`config.mk`:
```
export PLATFORM = sky130hd
export DESIGN_NAME = dsp_i2s_dac_tx
export DESIGN_NICKNAME = d
export VERILOG_FILES = /design/src/rtl/dsp_pkg.sv /design/src/rtl/dsp_i2s_clkgen.sv /design/src/rtl/dsp_i2s_dac_tx.sv
export SDC_FILE = /design/constraint.sdc
export NUM_CORES = 1
export LEC_CHECK = 0
export ABC_AREA = 1
export CORE_AREA = 3 3 105 107
export CTS_CLUSTER_SIZE = 30
export DETAILED_ROUTE_END_ITERATION = 7
export DIE_AREA = 0 0 108 110
export PLACE_DENSITY = 0.75
export RECOVER_POWER = 100
export SYNTH_ARGS = -nofsm -noshare
export SYNTH_HDL_FRONTEND = slang
export SYNTH_SLANG_ARGS = --single-unit
```
`constraint.sdc`:
```
create_clock -name iCLK -period 4.2 [get_ports iCLK]
set_input_delay 0.42 -clock iCLK [delete_from_list [all_inputs] [get_ports iCLK]]
set_output_delay 0.42 -clock iCLK [all_outputs]
set_load 0.005 [all_outputs]
```
`src/rtl/dsp_pkg.sv`:
```
// dsp_pkg: shared audio-path types and I2S timing constants (used by the DAC transmitter and the ADC receiver)
package dsp_pkg;
  typedef logic signed [15:0] audio_t;
  localparam int I2S_SLOT_BITS = 32;
  localparam int I2S_BCLK_HALF = 3;
  localparam int I2S_WS = 16;
endpackage

```
`src/rtl/dsp_i2s_clkgen.sv`:
```
// dsp_i2s_clkgen: I2S bit-clock divider and frame bit counter
// Ports: iCLK/iRST system clock and async reset; oBCLK bit clock;
//        oFall strobe for the cycle in which oBCLK has just fallen and oBit advanced;
//        oBit frame bit index 0..2*SLOT_BITS-1.
module dsp_i2s_clkgen #(
  parameter int BCLK_HALF = 3,
  parameter int SLOT_BITS = 32
) (
  input  logic iCLK,
  input  logic iRST,
  output logic oBCLK,
  output logic oFall,
  output logic [$clog2(2*SLOT_BITS)-1:0] oBit
);
  localparam int CW = $clog2(BCLK_HALF + 1);
  logic [CW-1:0] cnt;
  logic tc;
  assign tc = cnt == CW'(BCLK_HALF - 1);
  // oBit resets to all ones so the first falling edge wraps it to 0 (frame start);
  // SLOT_BITS is a power of two, so the natural binary wrap is the frame wrap.
  always_ff @(posedge iCLK or posedge iRST) begin
    if (iRST) begin
      cnt <= '0;
      oBCLK <= 1'b0;
      oFall <= 1'b0;
      oBit <= '1;
    end else begin
      oFall <= tc && oBCLK;
      if (tc) begin
        cnt <= '0;
        oBCLK <= !oBCLK;
        if (oBCLK) oBit <= oBit + 1'b1;
      end else begin
        cnt <= cnt + 1'b1;
      end
    end
  end
endmodule

```
`src/rtl/dsp_i2s_dac_tx.sv`:
```
// dsp_i2s_dac_tx: I2S master transmitter with one-entry holding buffer feeding the codec DAC
// Ports: iCLK/iRST clock and async reset; iLeft/iRight/iValid/oReady sample-pair handshake;
//        oBCLK/oDACLRCK/oDACDAT I2S lines; oFrame frame-start pulse; oUnderrun empty-buffer frame pulse.
module dsp_i2s_dac_tx
  import dsp_pkg::*;
#(
  parameter int BCLK_HALF = I2S_BCLK_HALF,
  parameter int SLOT_BITS = I2S_SLOT_BITS,
  parameter int WS = I2S_WS
) (
  input  logic iCLK,
  input  logic iRST,
  input  logic signed [WS-1:0] iLeft,
  input  logic signed [WS-1:0] iRight,
  input  logic iValid,
  output logic oReady,
  output logic oBCLK,
  output logic oDACLRCK,
  output logic oDACDAT,
  output logic oFrame,
  output logic oUnderrun
);
  localparam int BW = $clog2(2 * SLOT_BITS);
  localparam logic [BW-2:0] WSP = (BW-1)'(WS);
  logic fall, right, slotBit, full;
  logic [BW-1:0] b;
  logic [BW-2:0] p;
  logic [WS-1:0] bufL, bufR, lastL, lastR, txL, txR;
  dsp_i2s_clkgen #(.BCLK_HALF(BCLK_HALF), .SLOT_BITS(SLOT_BITS)) uClk (
    .iCLK(iCLK),
    .iRST(iRST),
    .oBCLK(oBCLK),
    .oFall(fall),
    .oBit(b)
  );
  // Top bit of the frame index selects the channel; the low bits are the slot position.
  assign p = b[BW-2:0];
  assign right = b[BW-1];
  // Slot position 0 stays low, giving the one-BCLK delay after the LRCK edge.
  assign slotBit = (p != '0) && (p <= WSP);
  assign oReady = !full;
  // Accept needs an empty buffer and the frame-start load needs a full one, so the two never collide.
  always_ff @(posedge iCLK or posedge iRST) begin
    if (iRST) begin
      full <= 1'b0;
      bufL <= '0;
      bufR <= '0;
      lastL <= '0;
      lastR <= '0;
      txL <= '0;
      txR <= '0;
      oDACLRCK <= 1'b0;
      oDACDAT <= 1'b0;
      oFrame <= 1'b0;
      oUnderrun <= 1'b0;
    end else begin
      oFrame <= 1'b0;
      oUnderrun <= 1'b0;
      if (iValid && !full) begin
        full <= 1'b1;
        bufL <= iLeft;
        bufR <= iRight;
      end
      if (fall) begin
        oDACLRCK <= right;
        oDACDAT <= 1'b0;
        if (b == '0) begin
          oFrame <= 1'b1;
          if (full) begin
            txL <= bufL;
            txR <= bufR;
            lastL <= bufL;
            lastR <= bufR;
            full <= 1'b0;
          end else begin
            txL <= lastL;
            txR <= lastR;
            oUnderrun <= 1'b1;
          end
        end else if (slotBit) begin
          oDACDAT <= right ? txR[WS-1] : txL[WS-1];
          if (right) txR <= {txR[WS-2:0], 1'b0};
          else txL <= {txL[WS-2:0], 1'b0};
        end
      end
    end
  end
endmodule

```
# After elaboration in Yosys (flattened, before gate mapping)

Cells that the tools add are included.

Bits in registers: 111
Input bits: 35
Output and inout port bits: 6
Word-level logic and storage cells: 54

Add/subtract/negate cells: 2
$lt $le $gt $ge: 1
Eq/ne operators: 2
Muxes and demuxes: 21
Reductions and logical operators: 13

Operators with widths:

| cell                                                           | number |
|---|---|
| 16-bit 2-to-1 mux                                              | 8 |
| 1-bit 2-to-1 mux                                               | 12 |
| 6-bit by 1-bit adder with 6-bit output (second input constant) | 1 |
| 6-bit logical NOT                                              | 1 |
| 3-bit AND reduction                                            | 2 |
| 5-bit less-or-equal comparator (second input constant)         | 1 |
| 5-bit nonzero test                                             | 1 |
| 2-bit AND reduction                                            | 2 |
| 2-bit nonzero test                                             | 2 |
| 1-bit logical AND                                              | 3 |
| 2-bit by 1-bit adder with 2-bit output (second input constant) | 1 |
| 2-bit == test (second input constant)                          | 1 |
| 1-bit logical NOT                                              | 2 |
| 2-bit 2-to-1 mux                                               | 1 |
| 2-bit inequality test (second input constant)                  | 1 |

# Depth between registers and ports, before layout

Gate-level depths: netlist of the first run.

Depth in word-level cells: 6
Mapped depth: 10
Mapped depth without buffers: 8

# Hierarchy

Synthesis of the first run repeated with hierarchy kept, for this count alone.

Cell total of the unflattened synthesis: 579
Area, all modules: 5032.3 µm²

By module, submodules not included:

| module         | instances | cells an instance | area an instance (µm²) | seq. area each (µm²) |
|---|---|---|---|---|
| dsp_i2s_dac_tx | 1         | 538               | 4585.6                 | 2527.4 |
| dsp_i2s_clkgen | 1         | 41                | 446.7                  | 257.7 |

# Worst setup path after synthesis of the first run

No wires, ideal clock.

Path kind: flip-flop to flip-flop
Start: reg uClk.oBit[0]
End: reg lastL[10]
Library setup time: 0.123 ns
Arrival: 1.470 ns
Required time: 4.077 ns
Slack: 2.607 ns
Stages on the path, launching flop included: 11
Path buffers: 2
Period minus slack after synthesis: 1.593 ns
Cells stage by stage: dfstp_2 inv_1 ha_1 nand2_2 inv_2 nand3_4 inv_2 buf_6 buf_4 nand2_1 o21ai_2

Longest elaborated chain between the ends: 2

RTL lines:

| element                              | RTL line             | text |
|---|---|---|
| from (decl)                          | dsp_i2s_clkgen.sv:13 | `output logic [$clog2(2*SLOT_BITS)-1:0] oBit` |
| from (signal assigned)               | dsp_i2s_clkgen.sv:32 | `if (oBCLK) oBit <= oBit + 1'b1;` |
| 6-bit logical NOT                    | dsp_i2s_dac_tx.sv:67 | `if (b == '0) begin` |
| 2-bit AND reduction (no source line) | n/a                  |  |
| to (signal assigned)                 | dsp_i2s_dac_tx.sv:72 | `lastL <= bufL;` |
| to (decl)                            | dsp_i2s_dac_tx.sv:28 | `logic [WS-1:0] bufL, bufR, lastL, lastR, txL, txR;` |

Every way passes these cells.
A chain may end at the register's enable or synchronous reset.

# Worst setup path in the final report of the first run

Start: reg uClk.oBit[0]
End: reg lastR[5]

Longest elaborated chain between the ends: 2

RTL lines:

| element                              | RTL line             | text |
|---|---|---|
| 6-bit logical NOT                    | dsp_i2s_dac_tx.sv:67 |  |
| 2-bit AND reduction (no source line) | n/a                  |  |
| to (signal assigned)                 | dsp_i2s_dac_tx.sv:73 | `lastR <= bufR;` |
| to (decl)                            | dsp_i2s_dac_tx.sv:28 |  |

Every way passes these cells.

==> impl_results.md, run 1 <==
* Yosys top cell by area: dfrtp_1
* Routed vias at 3754
* CTS tree: done
* Arr. time, crit path at 3.28 ns
* Antenna violations before repair at 0
* Fin crit period at 3.059 ns
* Multi-input gate area at 1924 sq um
* I/O pins at 41
* RR Startpoint: uClk.oBit[0]$_DFFE_PP1P_
* Grt ovf at 0
* Status: complete, but fails checks
* 1st-pass router iterations at 4
* Post-synth top flop: dfrtp_1
* Final Max Slew Viols at 34
* Cts-stage hold buffer count at 0
* CP Class: reg2reg
* Post-synth cell types at 25
* Slew margin rel. at -17.86%
* Routed Antenna Nets at 0
* Post-cts repair resize count at 0
* Hold Crit Start: uClk.cnt[0]$_DFF_PP0_
* Setup crit end kind: flip-flop
* Avg Inst Size Synth at 8.826 sq um
* Count leader, synth: nand2_1
* Unrepaired setup endpoints after global routing: false
* Die span in x at 108 um
* Post-synthesis register bit count at 111
* Drt wl/cell at roughly 13 um
* Req. time, crit path at around 4.4 ns
* Crit path max fanout at between 60 and 70
* Most common library cells after synthesis: 216 x nand2_1, 105 x dfrtp_1, 52 x nand3_1
* Number of DRC markers after the initial detailed-route iteration at 166
* Die height at approximately 110 um
* Die area at 11880 sq um
* Top cell type's share of synthesized area at 51.60%
* Drt total wl at approximately 9400 um
* Area Growth Syn to Fin at 11.50%
* Hold slack at 0.4373 ns
* Sequential share of the synthesized area at 54.69%
* Core area at 10230 sq um
* Clock Tree Buf Depth at 2
* First-pass GRT wire length at 16490 um
* Clock sink total at 111
* Worst Setup SP: uClk.oBit[0]$_DFFE_PP1P_
* Cell area after layout at 5678 sq um
* Post-CTS setup buffer count at 0
* Tot Pwr at between 1.5 and 2 mW
* PwrDens at 312.9 nW/um^2
* Worst Setup Start Kind: flip-flop
* Mapped cell area at 5092 sq um
* Std cell rows at 37
* CTS buffer count at 9
* Layout fillers at between 900 and 1000
* Number of max-cap violations at 1
* Root Buffer: clkbuf_8
* Max Fclk at around 0.33 GHz
* Initial core utilization at 49.77%
* Area after DPL at 5522 sq um
* Post-DP HPWL at 6080 um
* Hold crit path type: reg2reg
* Hold Path Depth at 1
* FFs w/ async S/R, synth at 100.0%
* Largest net degree at the start of global routing at 88
* Sequential standard cell area at approximately 2800 sq um
* Vias per cell at slightly above 5
* Ranking of synthesized cells by area: dfrtp_1 52%, nand2_1 16%, mux2_2 7.1%, nand3_1 5.1%, o21ai_0 3.9%
* Final Hold Fails at 0
* Gate Count Post-Synth at 577
* Total negative slack at 0 ns
* Ant. Diodes at 0
* Final estimated routing congestion in global placement at approximately 0.77
* Tcrit/Tclk final at 72.84%
* Vias in the first global route at 3728
* Yosys warnings at 0
* EDFF count, synth at 0
* Final setup violation count at 0
* Worst reg2reg path depth at 7
* Clk pin slew, worst setup/hold paths at 0.11 ns
* Port Buffer Count at 40
* Clock Skews at 0.01270 ns
* Leakage at 2.826 nW
* Overall routing resource usage at 17.27%
* Failing checks: max-capacitance violations, max-slew violations
* Syn Nets at 614
* Drc violations at 0
* Share of post-route cells with drive strength above 1 at 10.23%
* Worst skew pair latency at between 0.3 and 0.4 ns
* Worst slew pin tran at 1.768 ns
* Htree depth at 3
* VDD IR max at 223.7 uV
* Layout Nets at ~640
[sequential cells by signal (all words and copies together) (netlist names)]
signal / cells
uClk.oFall: 1
lastL: 16
lastR: 16
oDACDAT: 1
oUnderrun: 1
uClk.oBCLK: 1
uClk.cnt: 2
bufL: 16
txR: 16
oDACLRCK: 1
uClk.oBit: 6
txL: 16
oFrame: 1
bufR: 16
full: 1
[cell families after synthesis]
group | count (synthesis) | synth area share (%)
and+or+nand+nor | 284 | 22.97
DFF | 111 | 54.69
adders and majority gates | 2 | 0.4913
xor gates and xnor gates | 3 | 0.5161
muxes | 32 | 7.076
buffers and inverters | 76 | 6.732
AOI/OAI and AO/OA | 69 | 7.518
[placed cells by master (no fill, tap or decap)]
master	instances
inv_6	2
buf_4	2
nand3_2	2
mux2_2	32
clkinv_2	1
clkinv_4	1
xnor2_1	1
dlygate4sd3_1	7
dfstp_1	3
clkbuf_8	9
inv_8	1
inv_1	42
inv_4	1
clkdlybuf4s50_1	33
nand2_1	217
ha_1	2
xor2_1	2
clkinvlp_4	1
nor2_2	2
nand3_4	1
nor2_1	8
o21ai_0	68
bufinv_16	1
clkbuf_1	2
inv_2	2
nand3_1	52
dfrtp_1	105
nand4_1	1
a21oi_1	1
nand2_2	1
dfstp_2	3
[final cells by class]
| cell class | count | area share (%) |
|---|---|---|
| clock buffer | 9 | 2.182 |
| clock inverter | 7 | 1.410 |
| sequential | 111 | 49.05 |
| multi-input combinational | 390 | 33.89 |
| inverter | 45 | 3.019 |
| tap | 136 | 2.997 |
| timing repair buffer | 44 | 7.448 |
[critical path, stage by stage (launching register included)]
cell and delay (ns):
dfstp_1 0.40, inv_1 0.09, ha_1 0.19, nand2_1 0.09, inv_1 0.72, nand3_4 0.41, inv_2 0.78, o21ai_0 0.19
[through the flow]
stage                     instances  util (%)  setup WS, ns
after floorplan                 577         -        0.8593
after global placement          726     53.97         1.555
after detailed placement        726     53.97         1.416
after CTS                       742     55.96         1.383
after global routing            742     55.50        0.7444
final                           742     55.50         1.141
[layer usage]
layer / vias up / wire length [um] / track usage, %
li1: 1882 / - / -
met1: 1811 / 4296 / 21.93
met2: 49 / 4702 / 30.15
met3: 12 / 250 / 2.504
met4: 0 / 146 / 6.492
met5: - / 0 / 0
[power by group]
part / leakage, nW / switching [mW] / total [mW] / internal [mW]
logic: 1.20 / 0.0238 / 0.0515 / 0.0276
registers: 1.52 / 0 / 1.07 / 1.07
clock network: 0.102 / 0.373 / 0.657 / 0.284
total: 2.83 / 0.397 / 1.78 / 1.38
[worst paths after layout]
| path | slack, ns | endpoint |
|---|---|---|
| max | 1.14 | lastR[5]$_DFFE_PP0P_ |
| min | 0.44 | uClk.cnt[0]$_DFF_PP0_ |
| min reg2reg | 0.44 | uClk.cnt[0]$_DFF_PP0_ |
| min in group asynchronous | 0.77 | oDACLRCK$_DFFE_PP0P_ |
| max reg2reg | 1.14 | lastR[5]$_DFFE_PP0P_ |
| max in group asynchronous | 1.67 | txR[11]$_DFFE_PP0P_ |
No activity file was read; power rests on OpenSTA's default activity.
==> inputs of run 2 (changes only) <==
--- a/config.mk
+++ b/config.mk
@@ -10,7 +10,7 @@
 export CTS_CLUSTER_SIZE = 30
 export DETAILED_ROUTE_END_ITERATION = 7
 export DIE_AREA = 0 0 108 110
-export PLACE_DENSITY = 0.75
+export PLACE_DENSITY = 0.77
 export RECOVER_POWER = 100
 export SYNTH_ARGS = -nofsm -noshare
 export SYNTH_HDL_FRONTEND = slang
==> constraint.sdc (replaced) <==
create_clock -name iCLK -period 2.5 [get_ports iCLK]
set_input_delay 0.25 -clock iCLK [delete_from_list [all_inputs] [get_ports iCLK]]
set_output_delay 0.25 -clock iCLK [all_outputs]
set_load 0.005 [all_outputs]
==> run 2 against run 1 <==
  * The flow now finishes without violations
  * Critical path depth grew 1
  * Sequential power grew 67%
  * Cell area grew 1.1%
  * Fmax grew 38%
  * Cell count grew 1.1%
  * Routed wire length grew 3.7%
  * Worst hold slack lost 0.038 ns
  * Die area is the same
  * Largest cell class unchanged
  * Largest power group unchanged
==> impl_results.md, run 2 (same netlist as run 1, synthesis figures left out) <==
* Status: finished clean (was complete, but fails checks)
* Drt wl/cell at 12.99 um (was 12.66 um)
* Worst slew pin tran at 1.213 ns (was 1.768 ns)
* Number of max-cap violations at 0 (was 1)
* Clock Skews at 0.01906 ns (was 0.01270 ns)
* Cts-stage hold buffer count at 0 (unchanged)
* Die area at 11880 sq um (unchanged)
* Die height at 110 um (unchanged)
* Final Hold Fails at 0 (unchanged)
* PwrDens at 508.4 nW/um^2 (was 312.9 nW/um^2)
* Sequential standard cell area at 2785 sq um (unchanged)
* Final setup violation count at 0 (unchanged)
* Vias per cell at 5.073 (was 5.059)
* Setup crit end kind: flip-flop (unchanged)
* Slew margin rel. at 19.15% (was -17.86%)
* Total negative slack at 0 ns (unchanged)
* Drc violations at 0 (unchanged)
* Final estimated routing congestion in global placement at 0.8122 (was 0.7693)
* Crit path max fanout at 17 (was 66)
* 1st-pass router iterations at 5 (was 4)
* CTS buffer count at 9 (unchanged)
* Clock sink total at 111 (unchanged)
* VDD IR max at 269.6 uV (was 223.7 uV)
* Worst reg2reg path depth at 8 (was 7)
* CP Class: reg2reg (unchanged)
* Die span in x at 108 um (unchanged)
* Tcrit/Tclk final at 88.69% (was 72.84%)
* Fin crit period at 2.217 ns (was 3.059 ns)
* Clock Tree Buf Depth at 2 (unchanged)
* Worst Setup Start Kind: flip-flop (unchanged)
* RR Startpoint: uClk.oBit[0]$_DFFE_PP1P_ (unchanged)
* Routed Antenna Nets at 0 (unchanged)
* Leakage at 2.860 nW (was 2.826 nW)
* Flop2flop setup slack at 0.28 ns (was 1.14 ns)
* Cell Chain, Critical Path: inv_1 -> ha_1 -> nand2_1 -> nand2_2 -> nand3_1 -> inv_2 -> nand2_1 -> nand2_1 (was inv_1 -> ha_1 -> nand2_1 -> inv_1 -> nand3_4 -> inv_2 -> o21ai_0)
* Max Fclk at 0.4510 GHz (was 0.3269 GHz)
* Tot Pwr at 2.919 mW (was 1.777 mW)
* Ant. Diodes at 0 (unchanged)
* Share of post-route cells with drive strength above 1 at 11.40% (was 10.23%)
* Req. time, crit path at 2.76 ns (was 4.42 ns)
* Grt ovf at 0 (unchanged)
* CTS tree: done (unchanged)
* Htree depth at 3 (unchanged)
* Root Buffer: clkbuf_8 (unchanged)
* Clk pin slew, worst setup/hold paths at 0.11 ns (about the same)
* Commonest non-fill, non-tap cell in the layout: nand2_1 (unchanged)
* Layout fillers at 890 (was 904)
* Port Buffer Count at 40 (unchanged)
* Final Max Slew Viols at 0 (was 34)
* Post-DP HPWL at 6574 um (was 6080 um)
* Cell mode on critical path: nand2_1 (was inv_1)
* Post-CTS setup buffer count at 0 (unchanged)
* First-pass GRT wire length at 17310 um (was 16490 um)
* Routed vias at 3805 (was 3754)
* Number of DRC markers after the initial detailed-route iteration at 229 (was 166)
* Hold crit path type: in2async (was reg2reg)
* Std cell rows at 37 (unchanged)
* Largest net degree at the start of global routing at 66 (was 88)
* Initial core utilization at 49.77% (unchanged)
* Core area at 10230 sq um (unchanged)
* Area Growth Syn to Fin at 12.75% (was 11.50%)
* Hold slack at 0.3990 ns (was 0.4373 ns)
* FF-to-FF End: txL[11]$_DFFE_PP0P_ (was lastR[5]$_DFFE_PP0P_)
* Multi-input gate area at 1927 sq um (was 1924 sq um)
* Arr. time, crit path at 2.48 ns (was 3.28 ns)
* Overall routing resource usage at 18.13% (was 17.27%)
* Vias in the first global route at 3851 (was 3728)
* Worst skew pair latency at 0.38 ns (about the same)
* Post-cts repair resize count at 0 (unchanged)
* CP max stage delay at 0.57 ns (was 0.78 ns)
* Unrepaired setup endpoints after global routing: false (unchanged)
* Antenna violations before repair at 0 (unchanged)
* Drt total wl at 9740 um (was 9395 um)
* Most frequent cells in the layout: 217 x nand2_1, 105 x dfrtp_1, 65 x o21ai_0 (was 217 x nand2_1, 105 x dfrtp_1, 68 x o21ai_0)
* Layout Nets at 646 (was 638)
* Crit path max-delay cell type: dfstp_1 (was inv_2)
* I/O pins at 41 (unchanged)
run 2: power by group:
group | total [mW] | switching [mW] | internal, mW
combinational | 0.0884 | 0.0409 | 0.0475
sequential | 1.79 | 0 | 1.79
clock | 1.04 | 0.612 | 0.425
total | 2.92 | 0.652 | 2.27
run 2: worst max path at each step:
stage	depth (start not counted)	to	slack, ns	from
2_1_floorplan	1	bufL[0]$_DFFE_PP0P_	0.91	iRST
3_3_place_gp	6	txR[14]$_DFFE_PP0P_	0.60	uClk.oBit[4]$_DFFE_PP1P_
3_5_place_dp	7	txR[9]$_DFFE_PP0P_	0.54	uClk.oBit[0]$_DFFE_PP1P_
4_1_cts	7	txR[7]$_DFFE_PP0P_	0.51	uClk.oBit[0]$_DFFE_PP1P_
5_1_grt	8	txL[11]$_DFFE_PP0P_	0.13	uClk.oBit[0]$_DFFE_PP1P_
6_report	8	txL[11]$_DFFE_PP0P_	0.28	uClk.oBit[0]$_DFFE_PP1P_
run 2: per-stage QoR:
step                      instance area, sq um  setup WS (ns)  utilization [%]  cells
after floorplan                           5096         0.9070                -    577
after global placement                    5620         0.5999            54.93    734
after detailed placement                  5620         0.5395            54.93    734
after CTS                                 5811         0.5083            56.79    750
after global routing                      5742         0.1269            56.12    750
final                                     5742         0.2829            56.12    750
run 2: area by class of cell:
cell class                 count  share of cell area [%]
sequential                   111                   48.51
multi-input combinational    390                   33.56
timing repair buffer          52                   8.695
inverter                      45                   2.964
tap                          136                   2.964
clock buffer                  11                   2.637
clock inverter                 5                  0.6755
run 2: critical path: cells and delay by family (launching register included):
family                   cells  cell delay [ns]
buffers and inverters        2             0.36
adder cells (fa/ha/maj)      1             0.23
flip-flops                   1             0.57
AND/OR/NAND/NOR              5             0.93
run 2: layer usage:
metal	part of all wire [%]	global-route usage, %	up-vias
met5	0	0	-
met3	4.2	3.436	6
met4	0.65	5.230	0
met1	45	23.89	1826
li1	-	-	1896
met2	50	30.86	77
==> inputs of run 3 (changes only) <==
--- a/config.mk
+++ b/config.mk
@@ -7,11 +7,11 @@
 export LEC_CHECK = 0
 export ABC_AREA = 1
 export CORE_AREA = 3 3 105 107
+export CTS_CLUSTER_DIAMETER = 80
 export CTS_CLUSTER_SIZE = 30
 export DETAILED_ROUTE_END_ITERATION = 7
 export DIE_AREA = 0 0 108 110
 export PLACE_DENSITY = 0.77
-export RECOVER_POWER = 100
 export SYNTH_ARGS = -nofsm -noshare
 export SYNTH_HDL_FRONTEND = slang
 export SYNTH_SLANG_ARGS = --single-unit
==> run 3 against run 2 <==
  * Core utilization is 0.67 points higher
  * Non-clock buffer count stayed put
  * Worst hold slack worse by 0.20 ns
  * Cell area is 1.2% higher
  * Fmax is 10% higher
  * Combinational power is 6.7% higher
  * Clock skew is 0.0017 ns lower
  * Register-to-register slack better by 0.21 ns
  * Flip-flop and latch count stayed put
  * Total power is 0.24% higher
  * Critical endpoint is now txR[6]$_DFFE_PP0P_
==> impl_results.md, run 3 (same netlist as run 1, synthesis figures left out) <==
* Status: finished clean (unchanged)
* PwrDens at 503.6 nW/um^2 (was 508.4 nW/um^2)
* Core area at 10230 sq um (unchanged)
* Final Max Slew Viols at 0 (unchanged)
* Worst skew pair latency at 0.39 ns (was 0.38 ns)
* Final Hold Fails at 0 (unchanged)
* Area after DPL at 5620 sq um (unchanged)
* Unrepaired setup endpoints after global routing: false (unchanged)
* Final estimated routing congestion in global placement at 0.8122 (unchanged)
* Area Growth Syn to Fin at 14.10% (was 12.75%)
* Total negative slack at 0 ns (unchanged)
* Port Buffer Count at 40 (unchanged)
* Grt ovf at 0 (unchanged)
* 1st-pass router iterations at 4 (was 5)
* Cts-stage hold buffer count at 0 (unchanged)
* Htree depth at 3 (unchanged)
* Initial core utilization at 49.77% (unchanged)
* Clock Skews at 0.01737 ns (was 0.01906 ns)
* Clock Tree Buf Depth at 2 (unchanged)
* Antenna violations before repair at 0 (unchanged)
* VDD IR max at 276.8 uV (was 269.6 uV)
* Final setup violation count at 0 (unchanged)
* Post-cts repair resize count at 0 (unchanged)
* CTS buffer count at 9 (unchanged)
* Clk pin slew, worst setup/hold paths at 0.11 ns (about the same)
* Commonest non-fill, non-tap cell in the layout: nand2_1 (unchanged)
* Std cell rows at 37 (unchanged)
* Post-CTS setup buffer count at 0 (unchanged)
* CP Class: reg2reg (unchanged)
* Max Fclk at 0.4975 GHz (was 0.4510 GHz)
* Arr. time, crit path at 2.33 ns (was 2.48 ns)
* Hold crit path type: in2async (unchanged)
* Crit path max fanout at 17 (unchanged)
* Vias in the first global route at 3851 (unchanged)
* Post-DP HPWL at 6574 um (unchanged)
* Die height at 110 um (unchanged)
* Vias per cell at 5.079 (was 5.073)
* Cell area after layout at 5811 sq um (was 5742 sq um)
* Routed Antenna Nets at 0 (unchanged)
* Drt wl/cell at 13.04 um (was 12.99 um)
* Number of DRC markers after the initial detailed-route iteration at 240 (was 229)
* Drt total wl at 9780 um (was 9740 um)
* Share of post-route cells with drive strength above 1 at 14.17% (was 11.40%)
* Setup crit end kind: flip-flop (unchanged)
* Die span in x at 108 um (unchanged)
* Clock sink total at 111 (unchanged)
* Drc violations at 0 (unchanged)
* Fin crit period at 2.010 ns (was 2.217 ns)
* Routed vias at 3809 (was 3805)
* Leakage at 2.876 nW (was 2.860 nW)
* Number of max-cap violations at 0 (unchanged)
* CTS tree: done (unchanged)
* Tcrit/Tclk final at 80.40% (was 88.69%)
* Ant. Diodes at 0 (unchanged)
* Die area at 11880 sq um (unchanged)
* Req. time, crit path at 2.82 ns (was 2.76 ns)
* Overall routing resource usage at 18.13% (unchanged)
* First-pass GRT wire length at 17310 um (unchanged)
* Largest net degree at the start of global routing at 66 (unchanged)
* Most frequent cells in the layout: 216 x nand2_1, 105 x dfrtp_1, 52 x nand3_1 (was 217 x nand2_1, 105 x dfrtp_1, 65 x o21ai_0)
* I/O pins at 41 (unchanged)
* Hold slack at 0.1978 ns (was 0.3990 ns)
* Slew margin rel. at 50.31% (was 19.15%)
* Layout Nets at 646 (unchanged)
* Worst Setup Start Kind: flip-flop (unchanged)
* Worst slew pin tran at 0.7446 ns (was 1.213 ns)
* Root Buffer: clkbuf_8 (unchanged)
-- run 3: where the power goes --
part,internal [mW],total (mW),switching [mW]
sequential,1.79,1.79,0
clock,0.425,1.04,0.613
combinational,0.0527,0.0943,0.0416
total,2.27,2.93,0.654
-- run 3: worst paths after layout --
check	start	to	slack, ns	cells after the start
setup / recovery	uClk.oBit[0]$_DFFE_PP1P_	txR[6]$_DFFE_PP0P_	0.49	7
hold reg to reg	uClk.cnt[0]$_DFF_PP0_	uClk.cnt[0]$_DFF_PP0_	0.43	1
setup reg to reg	uClk.oBit[0]$_DFFE_PP1P_	txR[6]$_DFFE_PP0P_	0.49	7
max in group asynchronous	iRST	bufL[9]$_DFFE_PP0P_	1.67	3
hold / removal	iRST	bufL[1]$_DFFE_PP0P_	0.20	2
min in group iCLK	uClk.cnt[0]$_DFF_PP0_	uClk.cnt[0]$_DFF_PP0_	0.43	1
-- run 3: cell type report --
class                           count  area, sq um
Fill cell                         871         4420
Sequential cell                   111         2785
Multi-Input combinational cell    390         1964
Timing Repair Buffer               52        528.0
Inverter                           45        172.7
Tap cell                          136        170.2
Clock buffer                       11        151.4
Clock inverter                      5        38.79
-- run 3: metal layers --
layer	GRT usage, %	routed length [um]	vias up
met5	0	0	-
met3	3.436	482	9
met1	23.89	4393	1829
met4	5.230	95	0
li1	-	-	1894
met2	30.86	4808	77
-- run 3: stage by stage --
stage | std cells | util [%] | setup slack [ns] | total power, mW
5_1_grt | 750 | 56.79 | 0.2441 | 3.027
3_5_place_dp | 734 | 54.93 | 0.5395 | 1.928
4_1_cts | 750 | 56.79 | 0.5083 | 2.966
6_report | 750 | 56.79 | 0.4901 | 2.926
2_1_floorplan | 577 | - | 0.9070 | 1.857
3_3_place_gp | 734 | 54.93 | 0.5999 | 1.925
-- run 3: worst max-delay path, cell delays in order, from the launching register on --
cell and delay (ns):
dfstp_2 0.56, inv_1 0.06, ha_1 0.23, nand3_1 0.13
nand3_2 0.30, nand2_1 0.48, nand2_1 0.11, nand2_1 0.08
